File: src/rtl/decoder_pkg.sv
// Shared state encoding and one-hot decode helper for the sequenced select decoder.
package decoder_pkg;

  typedef enum logic [1:0] {
    IDLE  = 2'b00,
    HOLD  = 2'b01,
    SWEEP = 2'b10
  } state_e;

  // Widest select the helper can build; callers size-cast down to their DEPTH.
  localparam int unsigned ONEHOT_MAX_W = 256;

  function automatic logic [ONEHOT_MAX_W-1:0] onehot(input logic [31:0] addr,
                                                      input int unsigned depth);
    onehot = '0;
    if (addr < depth) onehot[addr[7:0]] = 1'b1;
  endfunction

endpackage

File: src/rtl/mod_addr_counter.sv
// Mod-DEPTH up-counter with load (priority over inc) and a registered wrap pulse.
module mod_addr_counter #(
  parameter int ADDR_W = 2,
  parameter int DEPTH  = 4
) (
  input  logic              clk,
  input  logic              reset_n,
  input  logic              load_i,
  input  logic [ADDR_W-1:0] load_val_i,
  input  logic              inc_i,
  output logic [ADDR_W-1:0] addr_o,
  output logic              wrap_o
);

  localparam logic [ADDR_W-1:0] LAST = ADDR_W'(DEPTH - 1);

  logic [ADDR_W-1:0] addr_q, addr_d;
  logic              wrap_q, wrap_d;

  always_comb begin
    addr_d = addr_q;
    wrap_d = 1'b0;
    if (load_i) begin
      addr_d = load_val_i;
    end else if (inc_i) begin
      wrap_d = (addr_q == LAST);
      addr_d = wrap_d ? '0 : addr_q + ADDR_W'(1);
    end
  end

  always_ff @(posedge clk or negedge reset_n) begin
    if (!reset_n) begin
      addr_q <= '0;
      wrap_q <= 1'b0;
    end else begin
      addr_q <= addr_d;
      wrap_q <= wrap_d;
    end
  end

  assign addr_o = addr_q;
  assign wrap_o = wrap_q;

endmodule

File: src/rtl/seq_onehot_decoder.sv
// Registered address-to-one-hot select with hold, single step and automatic sweep.
// Optional sticky one-hot checker on err: define DECODER_ONEHOT_CHECK_EN.
module seq_onehot_decoder
  import decoder_pkg::*;
#(
  parameter int ADDR_W = 2,
  parameter int DEPTH  = 4
) (
  input  logic              clk,
  input  logic              reset_n,
  input  logic              load,
  input  logic [ADDR_W-1:0] address,
  input  logic              enable,
  input  logic              step,
  input  logic              sweep,
  output logic [DEPTH-1:0]  out,
  output logic [ADDR_W-1:0] cur_addr,
  output logic              busy,
  output logic              done,
  output logic              wrap,
  output logic              bad_addr,
  output logic              err
);

  localparam logic [ADDR_W:0] DEPTH_X  = (ADDR_W+1)'(DEPTH);
  localparam logic [ADDR_W:0] CNT_LAST = (ADDR_W+1)'(DEPTH - 1);

  state_e            state_q, state_d;
  logic [ADDR_W:0]   cnt_q, cnt_d;
  logic              bad_q, bad_d;
  logic              done_q, done_d;
  logic              ctr_load, ctr_inc;
  logic [DEPTH-1:0]  dec;

  mod_addr_counter #(.ADDR_W(ADDR_W), .DEPTH(DEPTH)) u_addr (
    .clk        (clk),
    .reset_n    (reset_n),
    .load_i     (ctr_load),
    .load_val_i (address),
    .inc_i      (ctr_inc),
    .addr_o     (cur_addr),
    .wrap_o     (wrap)
  );

  always_comb begin
    state_d  = state_q;
    cnt_d    = cnt_q;
    bad_d    = 1'b0;
    done_d   = 1'b0;
    ctr_load = 1'b0;
    ctr_inc  = 1'b0;
    case (state_q)
      IDLE, HOLD: begin
        if (load) begin
          if ({1'b0, address} < DEPTH_X) begin
            ctr_load = 1'b1;
            state_d  = enable ? HOLD : IDLE;
          end else begin
            bad_d = 1'b1;
          end
        end else if (sweep) begin
          cnt_d   = '0;
          state_d = SWEEP;
        end else if (step && state_q == HOLD) begin
          ctr_inc = 1'b1;
        end
      end
      SWEEP: begin
        // The final increment lands back on the start index, so no reload is needed.
        ctr_inc = 1'b1;
        cnt_d   = cnt_q + (ADDR_W+1)'(1);
        if (cnt_q == CNT_LAST) begin
          state_d = HOLD;
          done_d  = 1'b1;
        end
      end
      default: state_d = IDLE;
    endcase
  end

  always_ff @(posedge clk or negedge reset_n) begin
    if (!reset_n) begin
      state_q <= IDLE;
      cnt_q   <= '0;
      bad_q   <= 1'b0;
      done_q  <= 1'b0;
    end else begin
      state_q <= state_d;
      cnt_q   <= cnt_d;
      bad_q   <= bad_d;
      done_q  <= done_d;
    end
  end

  assign dec      = DEPTH'(onehot(32'(cur_addr), DEPTH));
  assign out      = (state_q == HOLD || state_q == SWEEP) ? dec : '0;
  assign busy     = (state_q == SWEEP);
  assign done     = done_q;
  assign bad_addr = bad_q;

`ifdef DECODER_ONEHOT_CHECK_EN
  logic err_q;
  always_ff @(posedge clk or negedge reset_n) begin
    if (!reset_n) begin
      err_q <= 1'b0;
    end else if (((out & (out - DEPTH'(1))) != '0) || (state_q == IDLE && out != '0)) begin
      err_q <= 1'b1;
    end
  end
  assign err = err_q;
`else
  assign err = 1'b0;
`endif

endmodule

File: config.mk
export PLATFORM = sky130hd
export DESIGN_NAME = seq_onehot_decoder
export DESIGN_NICKNAME = d
export VERILOG_FILES = /design/src/rtl/decoder_pkg.sv /design/src/rtl/mod_addr_counter.sv /design/src/rtl/seq_onehot_decoder.sv
export SDC_FILE = /design/constraint.sdc
export NUM_CORES = 1
export LEC_CHECK = 0
export BUFFER_PORTS_ARGS = -buffer_cell sky130_fd_sc_hd__buf_2
export CAP_MARGIN = 40
export CORE_AREA = 3 3 40 42
export DETAILED_ROUTE_END_ITERATION = 6
export DIE_AREA = 0 0 43 45
export GPL_TIMING_DRIVEN = 1
export PLACE_DENSITY = 0.7
export SYNTH_ARGS = -nofsm -noshare
export SYNTH_HDL_FRONTEND = slang
export SYNTH_HIERARCHICAL = 1
export SYNTH_SLANG_ARGS = --single-unit
File: constraint.sdc
create_clock -name clk -period 1.62 [get_ports clk]
set_input_delay 0.081 -clock clk [delete_from_list [all_inputs] [get_ports clk]]
set_output_delay 0.081 -clock clk [all_outputs]
set_load 0.005 [all_outputs]
==> impl_results.md, run 1 <==
- Logic pwr share: 0.520
- Seq pwr share: 0.329
- Initial antenna violation count: 0
- Seq/Total Area, Yosys: 0.393
- Buffers on Ports: 16
- Final Hold Vio Count: 0
- WP data required: roughly 1800 ps
- FF-to-FF End: state_q[1]
- Row count: 13
- # Max-Cap Violations: 0
- R2R setup slack: 60 ps
- Slew Viols, Final: 0
- First-pass GRT wire length: about 1800 µm
- Min-Delay Path Class: in2reg
- Final std cells w/o fill: 90
- Share of layout cells above drive strength 1: 0.347
- Routability cong.: 0.740
- Area share of the largest cell type after synthesis: 0.393
- Clock Tree Buf Depth: 2
- DRT Wirelength: ~1100 µm
- Synth Instances: 54
- Crit end category: register
- Worst hold start: address[1]
- Synthesized cell area: 573 µm²
- Finished Core Util: 0.551
- Arrival @ worst endpoint: roughly 1700 ps
- Total GRT Usage: 0.138
- Synth unique cells: 24
- Final setup viols: 0
- Reg2reg start: state_q[1]
- # diodes: 0
- Placed cells: 84
- Initial DRC Count: 1
- Main area contributors after synthesis: dfrtp_1 39%, ha_1 13%, mux2i_1 7.0%
- Worst Setup SP: state_q[1]
- Ys Warns: 6
- Sw frac: 0.388
- DP Wirelength: 829 µm
- DR DRC count: 0
- Nets: 90
- Routed len/inst: 11.9 µm
- Full die area: 0.00194 mm²
- Pin count of the biggest net entering global routing: 10
- Int Pwr: 721 µW
- CTS Sinks: 9
- Worst hold margin: around 27 ps
- CTS tree: yes
- VDD IR max: 0.000635 V
- Post-DR vias/cell: between 4 and 5
- WS Path Type: reg2reg
- Max Fclk: 642 MHz
- Clk_lat worst skew: 260 ps
- Final min period: approximately 1600 ps
- Hold path depth: 3
- DR pass1 iterations: 2
- Clock root cell: clkbuf_4
- Num CTS Buffers: 3
- Die Wd: around 43 µm
- Routed Antenna Nets: 0
- Starting Density: 0.446
- Setup Skew: just under 5 ps
- Net Switching: about 460 µW
- Syn avg cell area: roughly 11 µm²
- Area Overhead vs Synth: 23.6%
- WHS Endpoint: u_addr/addr_o[1]
- Core area: 0.00128 mm²
- DP Worst Slack: between 50 and 60 ps
- H-Tree Depth: 1
- Setup ws final: a little over 60 ps
- Total number of vias: roughly 440
- Grt total ovfl: 0
- Reg2Reg Depth: 5
- Critical Path Source Type: register
- Clk pin slew, worst setup/hold paths: about 60 ps
- Synth area leader: dfrtp_1
- #FFs+latches synth: 9
- Clk pwr share: 0.151
- Status: finished, final reports clean
- Crit path max fanout: 6
- Cell Pwr Density: roughly 1700 mW/mm²
- Vias in the first global route: 392
- Die Y: about 45 µm
- Final period util: 0.962
- Total power: 1180 µW
- # fillers: about 130
- Lkg Pwr: between 0.0003 and 0.0004 µW
- Ports: 19
## area by class of cell
| class | count | area (µm²) | area share |
|---|---|---|---|
| Timing Repair Buffer | 18 | 97.6 | 0.138 |
| Inverter | 5 | 18.8 | 0.0265 |
| Tap cell | 15 | 18.8 | 0.0265 |
| Multi-Input combinational cell | 39 | 320 | 0.452 |
| Sequential cell | 9 | 226 | 0.320 |
| Clock buffer | 4 | 26.3 | 0.0371 |
## worst max-delay path by stage
stage	end	slack, ps	depth (start not counted)
finish	state_q[1]	60	5
global route	state_q[1]	-10	5
CTS	state_q[1]	50	5
detailed placement	state_q[1]	60	5
global placement	u_addr/addr_o[0]	100	5
floorplan	u_addr/addr_o[0]	210	5
## placed cells by master, fill, tap and decap left out
master and instances:
buf_2 16, and3b_1 2, clkbuf_4 3, o32ai_2 1, nand2b_1 2, and2_1 1, mux2i_1 4, and3_1 1
mux2_1 1, o21ai_1 1, dlygate4sd3_1 1, buf_4 1, a21oi_1 1, clkbuf_1 1, and2b_1 1, ha_2 1
nor2b_1 1, nor2_1 5, ha_1 5, dfrtp_2 1, conb_1 2, a41o_1 1, inv_1 5, nor2b_4 1
nand2_1 3, mux2_4 1, a21oi_2 1, o31a_1 1, dfrtp_1 8, nor3b_1 2
## repair_timing
action | in CTS | in global routing
setup endpoints to repair | 0 | 1
hold endpoints to repair | 9 | 0
setup buffers | 0 | 1
hold buffers | 1 | 0
gates resized for setup | 0 | 2
## synth_stat cells
library cell / number
and2b_1: 1
nand2b_1: 2
a21oi_2: 1
and2_1: 1
mux2i_1: 4
nor3b_1: 2
a21oi_1: 1
o21ai_1: 1
inv_1: 5
o32ai_2: 1
nor2b_1: 1
o31a_1: 1
and3b_1: 2
dfrtp_1: 9
and3_1: 1
a41o_1: 1
buf_4: 2
mux2_1: 1
ha_1: 6
nor2_1: 5
nand2_1: 3
mux2_4: 1
conb_1: 1
nor2b_4: 1
## power groups by stage
stage	Combinational [µW]	Clock (µW)	Sequential, µW
global placement	578	0	384
detailed placement	588	0	390
global route	689	206	405
floorplan	421	0	376
finish	612	177	387
CTS	594	184	384
## stage by stage
stage	TNS, ps	area [µm²]
after floorplan	0	577
after global placement	0	661
after detailed placement	0	661
after CTS	0	697
after global routing	-12.9	708
final	0	708
## critical path, cell delays in order, from the launching register on
cell     delay (ps)
dfrtp_2         440
inv_1           110
ha_1            180
nor2_1           50
o32ai_2         300
mux2_1          360
## layer usage
metal	routed length, µm	global-route usage
met4	40	0.120
met1	492	0.175
met2	479	0.183
met5	0	0
met3	54	0.0518
## registers in the layout, summed over array words and instances (netlist names)
register	flops
state_q	2
cnt_q	3
done	1
u_addr/wrap_o	1
u_addr/addr_o	2
## logic make-up (layout without fill, tap and decap cells)
group | Yosys count | after routing | synth area share
AND/OR/NAND/NOR | 19 | 19 | 0.201
flip-flops | 9 | 9 | 0.393
buffers and inverters | 7 | 27 | 0.0589
adder cells (fa/ha/maj) | 6 | 6 | 0.131
AO/OA/AOI/OAI | 6 | 6 | 0.0939
multiplexers | 6 | 6 | 0.116
other | 1 | 2 | 0.00654
No activity file was read; power rests on OpenSTA's default activity.
==> inputs of run 2 (changes only) <==
--- a/config.mk
+++ b/config.mk
@@ -11,7 +11,7 @@
 export DETAILED_ROUTE_END_ITERATION = 6
 export DIE_AREA = 0 0 43 45
 export GPL_TIMING_DRIVEN = 1
-export PLACE_DENSITY = 0.7
+export PLACE_DENSITY_LB_ADDON = 0.1
 export SYNTH_ARGS = -nofsm -noshare
 export SYNTH_HDL_FRONTEND = slang
 export SYNTH_HIERARCHICAL = 1
==> impl_results.md, run 2 (same netlist as run 1, synthesis figures left out) <==
- CTS tree: yes (unchanged)
- Total number of vias: 425 (was 439)
- Lkg Pwr: 0.000389 µW (was 0.000387 µW)
- Min-Delay Path Class: in2reg (unchanged)
- First-pass GRT wire length: 1680 µm (was 1850 µm)
- Status: finished, final reports clean (unchanged)
- Buffers on Ports: 16 (unchanged)
- H-Tree Depth: 1 (unchanged)
- Initial DRC Count: 3 (was 1)
- Total GRT Usage: 0.120 (was 0.138)
- Post-DR vias/cell: 4.72 (was 4.88)
- # Max-Cap Violations: 0 (unchanged)
- DR DRC count: 0 (unchanged)
- CTS Sinks: 9 (unchanged)
- RSZ-0062 raised after global routing: false
- Crit path max fanout: 6 (unchanged)
- Area Overhead vs Synth: 23.1% (was 23.6%)
- Most common cell after layout, fill and taps aside: buf_2 (unchanged)
- Row count: 13 (unchanged)
- Final Hold Vio Count: 0 (unchanged)
- Worst path cell trace: inv_1, ha_1, nor2_1, o32ai_2, mux2_1 (unchanged)
- Pin count of the biggest net entering global routing: 10 (unchanged)
- Final setup viols: 0 (unchanged)
- Core area: 0.00128 mm² (unchanged)
- Share of layout cells above drive strength 1: 0.333 (was 0.347)
- Clock Tree Buf Depth: 2 (unchanged)
- Vias in the first global route: 377 (was 392)
- Setup Buffers After CTS: 0 (unchanged)
- Total power: 1170 µW (was 1180 µW)
- Slew Viols, Final: 0 (unchanged)
- Routability cong.: 0.734 (was 0.740)
- Worst path slowest cell: dfrtp_2 (unchanged)
- Initial antenna violation count: 0 (unchanged)
- Nets: 90 (unchanged)
- Max Fclk: 662 MHz (was 642 MHz)
- DRT Wirelength: 1040 µm (was 1070 µm)
- Num CTS Buffers: 3 (unchanged)
- Routed len/inst: 11.6 µm (was 11.9 µm)
- Final min period: 1510 ps (was 1560 ps)
- Final std cells w/o fill: 90 (unchanged)
- CP max stage delay: 440 ps (about the same)
- Die Wd: 43 µm (unchanged)
- Placed cells: 85 (was 84)
- Clock root cell: clkbuf_4 (unchanged)
- Arrival @ worst endpoint: 1650 ps (was 1700 ps)
- Max reg flops: 3 (unchanged)
- Die Y: 45 µm (unchanged)
- DP Wirelength: 865 µm (was 829 µm)
- Crit end category: register (unchanged)
- DR pass1 iterations: 4 (was 2)
- Buf/Inv on CP: 1 (unchanged)
- Final period util: 0.933 (was 0.962)
- WP data required: 1760 ps (about the same)
- Critical Path Source Type: register (unchanged)
- Cell Pwr Density: 1650 mW/mm² (was 1660 mW/mm²)
- Setup Skew: 3.49 ps (was 4.89 ps)
- Starting Density: 0.446 (unchanged)
- Routed Antenna Nets: 0 (unchanged)
- Biggest register: cnt_q (unchanged)
- Ports: 19 (unchanged)
- Clk pin slew, worst setup/hold paths: 60 ps (about the same)
- Finished Core Util: 0.549 (was 0.551)
- Most frequent cells in the layout: 16 x buf_2, 8 x dfrtp_1, 6 x ha_1 (was 16 x buf_2, 8 x dfrtp_1, 5 x inv_1, 5 x nor2_1, 5 x ha_1)
- Full die area: 0.00194 mm² (unchanged)
- Fin Setup TNS: 0 ps (unchanged)
- Clk_lat worst skew: 250 ps (was 260 ps)
- VDD IR max: 0.000734 V (was 0.000635 V)
- # diodes: 0 (unchanged)
- WS Path Type: reg2reg (unchanged)
- Grt total ovfl: 0 (unchanged)
- Cell family with most CP delay: flip-flops (unchanged)
run 2: layout make-up:
cell class / count / area [µm²]
clock buffers: 4 / 26.3
inverters: 5 / 18.8
flip-flops and latches: 9 / 226
fillers: 118 / 579
multi-input cells: 39 / 318
well taps: 15 / 18.8
repair buffers: 18 / 97.6
run 2: metal layers:
layer,GRT usage,up-vias,part of all wire
li1,-,221,-
met1,0.159,190,0.46
met2,0.180,14,0.45
met3,0.0757,0,0.086
met4,0,0,0
met5,0,-,0
run 2: through the flow:
stage / hold slack [ps] / area, µm² / setup slack (ps)
CTS: 44.7 / 704 / 68.1
floorplan: -215 / 577 / 212
finish: 47.8 / 706 / 108
detailed placement: -54.9 / 668 / 81.6
global route: 52.9 / 706 / 38.3
global placement: -51.8 / 668 / 84.0
run 2: final timing paths:
kind	from	endpoint	slack, ps	cells after the start
max	state_q[1]	state_q[1]	110	5
min	address[1]	u_addr/addr_o[1]	50	3
max in group asynchronous	reset_n	state_q[1]	1220	2
max reg2reg	state_q[1]	state_q[1]	110	5
min reg2reg	cnt_q[1]	cnt_q[1]	530	2
min in group asynchronous	reset_n	u_addr/wrap_o	210	2
run 2: repair_timing:
| item | in CTS | in global routing |
|---|---|---|
| endpoints found under the hold margin | 9 | 0 |
| gates resized for setup | 0 | 1 |
| endpoints found under the setup margin | 0 | 2 |
| hold buffers | 1 | 0 |
run 2: worst min-delay path, stage by stage:
cell     delay (ps)
buf_2            70
nand2_1          40
o21ai_1          60
run 2: power breakdown:
| group | internal (µW) | switching (µW) |
|---|---|---|
| logic | 319 | 289 |
| registers | 300 | 89.3 |
| clock network | 94.6 | 73.5 |
